File: config.mk
export PLATFORM = sky130hd
export DESIGN_NAME = uart
export DESIGN_NICKNAME = d
export VERILOG_FILES = /design/src/rtl/uart_pkg.sv /design/src/rtl/uart_baud_gen.sv /design/src/rtl/uart.sv
export SDC_FILE = /design/constraint.sdc
export NUM_CORES = 1
export LEC_CHECK = 0
export CAP_MARGIN = 10
export CELL_PAD_IN_SITES_DETAIL_PLACEMENT = 1
export CELL_PAD_IN_SITES_GLOBAL_PLACEMENT = 2
export CORE_UTILIZATION = 40
export CTS_BUF_LIST = sky130_fd_sc_hd__clkbuf_4 sky130_fd_sc_hd__clkbuf_8
export DETAILED_ROUTE_END_ITERATION = 12
export PLACE_DENSITY = 0.85
export RECOVER_POWER = 100
export SKIP_LAST_GASP = 1
export SLEW_MARGIN = 20
export SYNTH_ARGS = -nofsm -noshare
export SYNTH_HDL_FRONTEND = slang
export SYNTH_SLANG_ARGS = --single-unit
File: constraint.sdc
create_clock -name sys_clk -period 2.6 [get_ports sys_clk]
set_clock_uncertainty 0.2 [all_clocks]
set_input_delay 0.52 -clock sys_clk [delete_from_list [all_inputs] [get_ports sys_clk]]
set_output_delay 0.52 -clock sys_clk [all_outputs]
set_load 0.02 [all_outputs]
File: src/rtl/uart_pkg.sv
// Shared constants, FSM state encodings and divisor rounding for the UART slice.
package uart_pkg;

    localparam int unsigned DataWidth  = 8;
    localparam int unsigned Oversample = 16;

    typedef enum logic [1:0] {TxIdle, TxStart, TxData, TxStop} tx_state_e;
    typedef enum logic [1:0] {RxIdle, RxStart, RxData, RxStop} rx_state_e;

    function automatic int unsigned round_div(input int unsigned num, input int unsigned den);
        return (num + den / 2) / den;
    endfunction

endpackage

File: src/rtl/uart_baud_gen.sv
// Free-running dividers producing the bit tick (tx_clk) and the 16x oversample tick (rx_clk).
module uart_baud_gen
    import uart_pkg::*;
#(
    parameter int unsigned CLK_FREQ = 30000000,
    parameter int unsigned BAUD     = 115200
) (
    input  logic sys_clk,
    input  logic sys_rst_n,
    output logic tx_clk,
    output logic rx_clk
);

    localparam int unsigned TxDiv  = round_div(CLK_FREQ, BAUD);
    localparam int unsigned RxDiv  = round_div(CLK_FREQ, Oversample * BAUD);
    localparam int unsigned TxCntW = (TxDiv > 1) ? $clog2(TxDiv) : 1;
    localparam int unsigned RxCntW = (RxDiv > 1) ? $clog2(RxDiv) : 1;
    localparam logic [TxCntW-1:0] TxLast = TxCntW'(TxDiv - 1);
    localparam logic [RxCntW-1:0] RxLast = RxCntW'(RxDiv - 1);

    logic [TxCntW-1:0] tx_cnt_q, tx_cnt_d;
    logic [RxCntW-1:0] rx_cnt_q, rx_cnt_d;
    logic              tx_clk_q, rx_clk_q;

    always_comb begin
        tx_cnt_d = (tx_cnt_q == TxLast) ? '0 : tx_cnt_q + TxCntW'(1);
        rx_cnt_d = (rx_cnt_q == RxLast) ? '0 : rx_cnt_q + RxCntW'(1);
    end

    // Ticks are registered so both are clean one-cycle pulses.
    always_ff @(posedge sys_clk or negedge sys_rst_n) begin
        if (!sys_rst_n) begin
            tx_cnt_q <= '0;
            rx_cnt_q <= '0;
            tx_clk_q <= 1'b0;
            rx_clk_q <= 1'b0;
        end else begin
            tx_cnt_q <= tx_cnt_d;
            rx_cnt_q <= rx_cnt_d;
            tx_clk_q <= (tx_cnt_q == TxLast);
            rx_clk_q <= (rx_cnt_q == RxLast);
        end
    end

    assign tx_clk = tx_clk_q;
    assign rx_clk = rx_clk_q;

endmodule

File: src/rtl/uart.sv
// 8N1 UART: bit-tick driven transmitter and 16x-oversampling receiver, fully independent.
module uart
    import uart_pkg::*;
#(
    parameter int unsigned CLK_FREQ = 30000000,
    parameter int unsigned BAUD     = 115200
) (
    input  logic                 sys_clk,
    input  logic                 sys_rst_n,
    output logic                 tx_clk,
    output logic                 rx_clk,
    input  logic                 tx_en,
    input  logic [DataWidth-1:0] tx_data,
    output logic                 tx,
    output logic                 tx_busy,
    output logic [DataWidth-1:0] rx_data,
    input  logic                 rx,
    output logic                 rx_ready,
    input  logic                 rx_ready_clear
);

    localparam int unsigned BitW  = $clog2(DataWidth);
    localparam int unsigned TickW = $clog2(Oversample);
    localparam logic [BitW-1:0]  LastBit  = BitW'(DataWidth - 1);
    localparam logic [TickW-1:0] HalfTick = TickW'(Oversample / 2 - 1);
    localparam logic [TickW-1:0] FullTick = TickW'(Oversample - 1);

    uart_baud_gen #(
        .CLK_FREQ (CLK_FREQ),
        .BAUD     (BAUD)
    ) u_baud_gen (
        .sys_clk   (sys_clk),
        .sys_rst_n (sys_rst_n),
        .tx_clk    (tx_clk),
        .rx_clk    (rx_clk)
    );

    // Transmitter. tx_pend_q marks a byte accepted in idle, waiting for the next bit tick.
    tx_state_e            tx_state_q, tx_state_d;
    logic                 tx_pend_q, tx_pend_d;
    logic [DataWidth-1:0] tx_shift_q, tx_shift_d;
    logic [BitW-1:0]      tx_bit_q, tx_bit_d;

    always_ff @(posedge sys_clk or negedge sys_rst_n) begin
        if (!sys_rst_n) begin
            tx_state_q <= TxIdle;
            tx_pend_q  <= 1'b0;
            tx_shift_q <= '0;
            tx_bit_q   <= '0;
        end else begin
            tx_state_q <= tx_state_d;
            tx_pend_q  <= tx_pend_d;
            tx_shift_q <= tx_shift_d;
            tx_bit_q   <= tx_bit_d;
        end
    end

    always_comb begin
        tx_state_d = tx_state_q;
        tx_pend_d  = tx_pend_q;
        tx_shift_d = tx_shift_q;
        tx_bit_d   = tx_bit_q;
        unique case (tx_state_q)
            TxIdle: begin
                if (!tx_pend_q) begin
                    if (tx_en) begin
                        tx_pend_d  = 1'b1;
                        tx_shift_d = tx_data;
                    end
                end else if (tx_clk) begin
                    tx_pend_d  = 1'b0;
                    tx_state_d = TxStart;
                end
            end
            TxStart: begin
                if (tx_clk) begin
                    tx_state_d = TxData;
                    tx_bit_d   = '0;
                end
            end
            TxData: begin
                if (tx_clk) begin
                    tx_bit_d = tx_bit_q + BitW'(1);
                    if (tx_bit_q == LastBit) tx_state_d = TxStop;
                end
            end
            TxStop: begin
                if (tx_clk) tx_state_d = TxIdle;
            end
            default: tx_state_d = TxIdle;
        endcase
    end

    always_comb begin
        tx_busy = tx_pend_q | (tx_state_q != TxIdle);
        unique case (tx_state_q)
            TxStart: tx = 1'b0;
            TxData:  tx = tx_shift_q[tx_bit_q];
            default: tx = 1'b1;
        endcase
    end

    // Receiver front end: two-flop synchronizer plus one delayed copy for edge detection.
    logic rx_meta_q, rx_sync_q, rx_prev_q;

    always_ff @(posedge sys_clk or negedge sys_rst_n) begin
        if (!sys_rst_n) begin
            rx_meta_q <= 1'b1;
            rx_sync_q <= 1'b1;
            rx_prev_q <= 1'b1;
        end else begin
            rx_meta_q <= rx;
            rx_sync_q <= rx_meta_q;
            rx_prev_q <= rx_sync_q;
        end
    end

    rx_state_e            rx_state_q, rx_state_d;
    logic [TickW-1:0]     rx_tick_q, rx_tick_d;
    logic [BitW-1:0]      rx_bit_q, rx_bit_d;
    logic [DataWidth-1:0] rx_shift_q, rx_shift_d;
    logic [DataWidth-1:0] rx_data_q, rx_data_d;
    logic                 rx_ready_q, rx_ready_d;
    logic                 rx_sample, rx_byte_ok;

    always_ff @(posedge sys_clk or negedge sys_rst_n) begin
        if (!sys_rst_n) begin
            rx_state_q <= RxIdle;
            rx_tick_q  <= '0;
            rx_bit_q   <= '0;
            rx_shift_q <= '0;
            rx_data_q  <= '0;
            rx_ready_q <= 1'b0;
        end else begin
            rx_state_q <= rx_state_d;
            rx_tick_q  <= rx_tick_d;
            rx_bit_q   <= rx_bit_d;
            rx_shift_q <= rx_shift_d;
            rx_data_q  <= rx_data_d;
            rx_ready_q <= rx_ready_d;
        end
    end

    always_comb begin
        rx_state_d = rx_state_q;
        rx_tick_d  = rx_tick_q;
        rx_bit_d   = rx_bit_q;
        rx_shift_d = rx_shift_q;
        rx_data_d  = rx_data_q;
        if (rx_clk && (rx_state_q != RxIdle)) rx_tick_d = rx_tick_q + TickW'(1);
        unique case (rx_state_q)
            RxIdle: begin
                if (rx_prev_q && !rx_sync_q) begin
                    rx_state_d = RxStart;
                    rx_tick_d  = '0;
                end
            end
            RxStart: begin
                // A line that is high again at mid start bit was a glitch.
                if (rx_sample) begin
                    rx_state_d = rx_sync_q ? RxIdle : RxData;
                    rx_tick_d  = '0;
                    rx_bit_d   = '0;
                end
            end
            RxData: begin
                if (rx_sample) begin
                    rx_shift_d = {rx_sync_q, rx_shift_q[DataWidth-1:1]};
                    rx_tick_d  = '0;
                    rx_bit_d   = rx_bit_q + BitW'(1);
                    if (rx_bit_q == LastBit) rx_state_d = RxStop;
                end
            end
            RxStop: begin
                if (rx_sample) rx_state_d = RxIdle;
            end
            default: rx_state_d = RxIdle;
        endcase
        if (rx_byte_ok) rx_data_d = rx_shift_q;
        rx_ready_d = rx_byte_ok | (rx_ready_q & ~rx_ready_clear);
    end

    always_comb begin
        unique case (rx_state_q)
            RxStart:        rx_sample = rx_clk && (rx_tick_q == HalfTick);
            RxData, RxStop: rx_sample = rx_clk && (rx_tick_q == FullTick);
            default:        rx_sample = 1'b0;
        endcase
        rx_byte_ok = (rx_state_q == RxStop) && rx_sample && rx_sync_q;
        rx_data    = rx_data_q;
        rx_ready   = rx_ready_q;
    end

endmodule

==> out/results.txt <==
Status = finished, final reports clean
Final setup fails = 0
# IOs = 26
Clk slew on worst S/H paths = 0.07 ns
Total negative slack = 0 ns
First-pass GRT wire length = 8.78 mm
Design area = 0.00318 mm²
Leading area contributor after synthesis = dfrtp_1
Vias = 1731
Avg Vias per Cell = 5.23
Wire per inst = 15.4 µm
Met1 Use GR = 20.8%
Period utilization = 96.9%
Area grow syn2layout = 21.2%
FILL cells = 670
Syn nets = 243
Dpl hpwl = 3.39 mm
RSZ-0062 raised after global routing = no
Nets = 277
Met3 Usage GRT = 3.08%
Die width = 83.0 µm
GR met2 Demand/Resource = 25.9%
Leak = 0.00156 µW
Fin. Hold Viols = 0
Post-synth EDFFs = 0
Commonest cells post-synth = dfrtp_1, nand2_1, mux2_2
Main synth FF type = dfrtp_1
Slew @ Worst Pin = 1.27 ns
Placed cell areas = 0.00297 mm²
PD cells = 686 mW/mm²
GRT Util Overall = 16.3%
Clock buffer depth = 2
Worst skew pair latency = 0.34 ns
Synth Area per Inst = 12.2 µm²
Rows = 29
Starting Density = 41.3%
Post-route DRC = 0
Relative slew slack = 15.2%
MaxCap Viol Count = 0
Full die area = 0.00689 mm²
Synth top area cells = dfrtp_1, mux2_2, ha_1, nand2_1, dfstp_2
Util after Layout = 50.1%
Register area share after synthesis = 55.4%
Placer congestion estimate = 0.743
DRT iter0 DRCs = 102
Synth Warn # = 0
Share of cells above drive strength 1 = 16.9%
Largest net degree at the start of global routing = 59
Root buffer cell = clkbuf_8
Worst Setup Start Kind = flip-flop
Mapped Area = 0.00263 mm²
Critical Path Sink Type = primary output
Async S/R FF share, synth = 100%
Achievable Freq = 397 MHz
Global routing's busiest layer = met2
Top-area cell type share of the netlist area = 52.4%
Most common cell in the netlist = dfrtp_1
Initial antenna violation count = 0
Fin Hold WS = 0.167 ns
ANT nets after route = 0
Setup CP Type = flip-flop to primary output
Clk sink count = 58
Number of H-tree levels = 3
Global route total overflow = 0
Flops & latches, synth = 58
Cells after Synth = 215
Inserted Diodes = 0
Worst Path Max Fanout = 4
Hold Path Class = flip-flop to flip-flop
Fin. max-slew vios = 0
Maximum vdd drop = 0.378 mV
Arr. time, crit path = 1.80 ns
CTS tree = yes
Chip height = 83.0 µm
DRT Wirelength = 5.11 mm
Fin crit period = 2.52 ns
IO Port Bufs = 25
Distinct cells, synth = 41
Power, Total = 2180 µW
Critical path data required time = 1.88 ns
CTS Buf Count = 9
Vias in the first global route = 1875
Initial DRT Pass Iterations = 4
Core Region = 0.00635 mm²
## final cells by class
cell class,count,area [µm²],area share (%)
sequential,58,1460,45.8
multi-input combinational,141,1070,33.6
timing repair buffer,29,265,8.34
clock buffer,12,159,4.99
clock inverter,4,97.6,3.07
tap,77,96.3,3.03
inverter,10,37.5,1.18
## power breakdown
part	internal (µW)	switching [µW]
Sequential	922	17.9
Clock	700	365
Combinational	77.3	102
## sequential cells by signal, summed over array words and instances (netlist names), 2 cells and up, named ones only
register             cells
rx_bit_q                 3
tx_bit_q                 3
tx_state_q               2
u_baud_gen.tx_cnt_q      9
u_baud_gen.rx_cnt_q      4
rx_shift_q               8
rx_tick_q                4
tx_shift_q               8
rx_data                  8
## logic make-up after synthesis
family | count (synthesis) | share of synthesized area (%)
buf+inv | 16 | 2.81
fa+ha+maj | 15 | 7.15
compound gates | 26 | 7.15
mux | 23 | 10.6
xor+xnor | 10 | 3.34
simple gates | 67 | 13.5
flops | 58 | 55.4
## repair_timing
action / 4_1_cts / 5_1_grt
setup buffers: 0 / 0
endpoints found under the setup margin: 2 / 1
hold buffers: 1 / 0
gates cloned: 0 / 0
endpoints found under the hold margin: 55 / 0
gates resized for setup: 3 / 1
## cell usage in the layout, fill, tap and decap left out, types with 3 or more instances in the layout
master / synthesis / final
ha_1: 15 / 15
mux2i_1: 3 / 3
nor2_1: 8 / 8
xnor2_1: 5 / 5
nand2_1: 30 / 30
o21ai_0: 7 / 8
a21oi_1: 4 / 4
and3_1: 5 / 5
dlygate4sd3_1: 0 / 13
mux2_2: 18 / 18
inv_1: 10 / 10
bufinv_16: 0 / 3
dfrtp_1: 55 / 54
clkbuf_8: 0 / 11
nand3_1: 6 / 6
a211oi_1: 3 / 3
clkdlybuf4s50_1: 0 / 10
nor2b_1: 4 / 4
xor2_1: 5 / 5
## critical path, cell delays in order, from the launching register on
cell           delay, ns
dfrtp_2             0.41
mux4_2              0.50
mux2i_1             0.14
mux2i_1             0.08
dlygate4sd2_1       0.32
## stage by stage
step                      cells  worst slack [ns]
final                       331            0.0793
after global routing        331           0.00885
after CTS                   331            0.0283
after detailed placement    314             0.183
after global placement      314             0.202
after floorplan             215             0.622
## worst paths after layout
check                              start       endpoint  slack, ns  cells after the start
max in group asynchronous      sys_rst_n    tx_bit_q[1]       0.45                      3
min in group asynchronous      sys_rst_n  tx_shift_q[1]       0.90                      3
hold reg to reg                rx_meta_q      rx_sync_q       0.17                      0
setup / recovery             tx_bit_q[1]             tx       0.08                      4
setup reg to reg           rx_state_q[0]      flip-flop       0.28                      6
hold / removal                 rx_meta_q      rx_sync_q       0.17                      0
## layer usage
metal / up-vias / wire length [µm]
met1: 881 / 2370
met4: 0 / 114
met5: - / 0
li1: 817 / -
met3: 10 / 114
met2: 23 / 2520
Power figures use the tool's default switching activity.
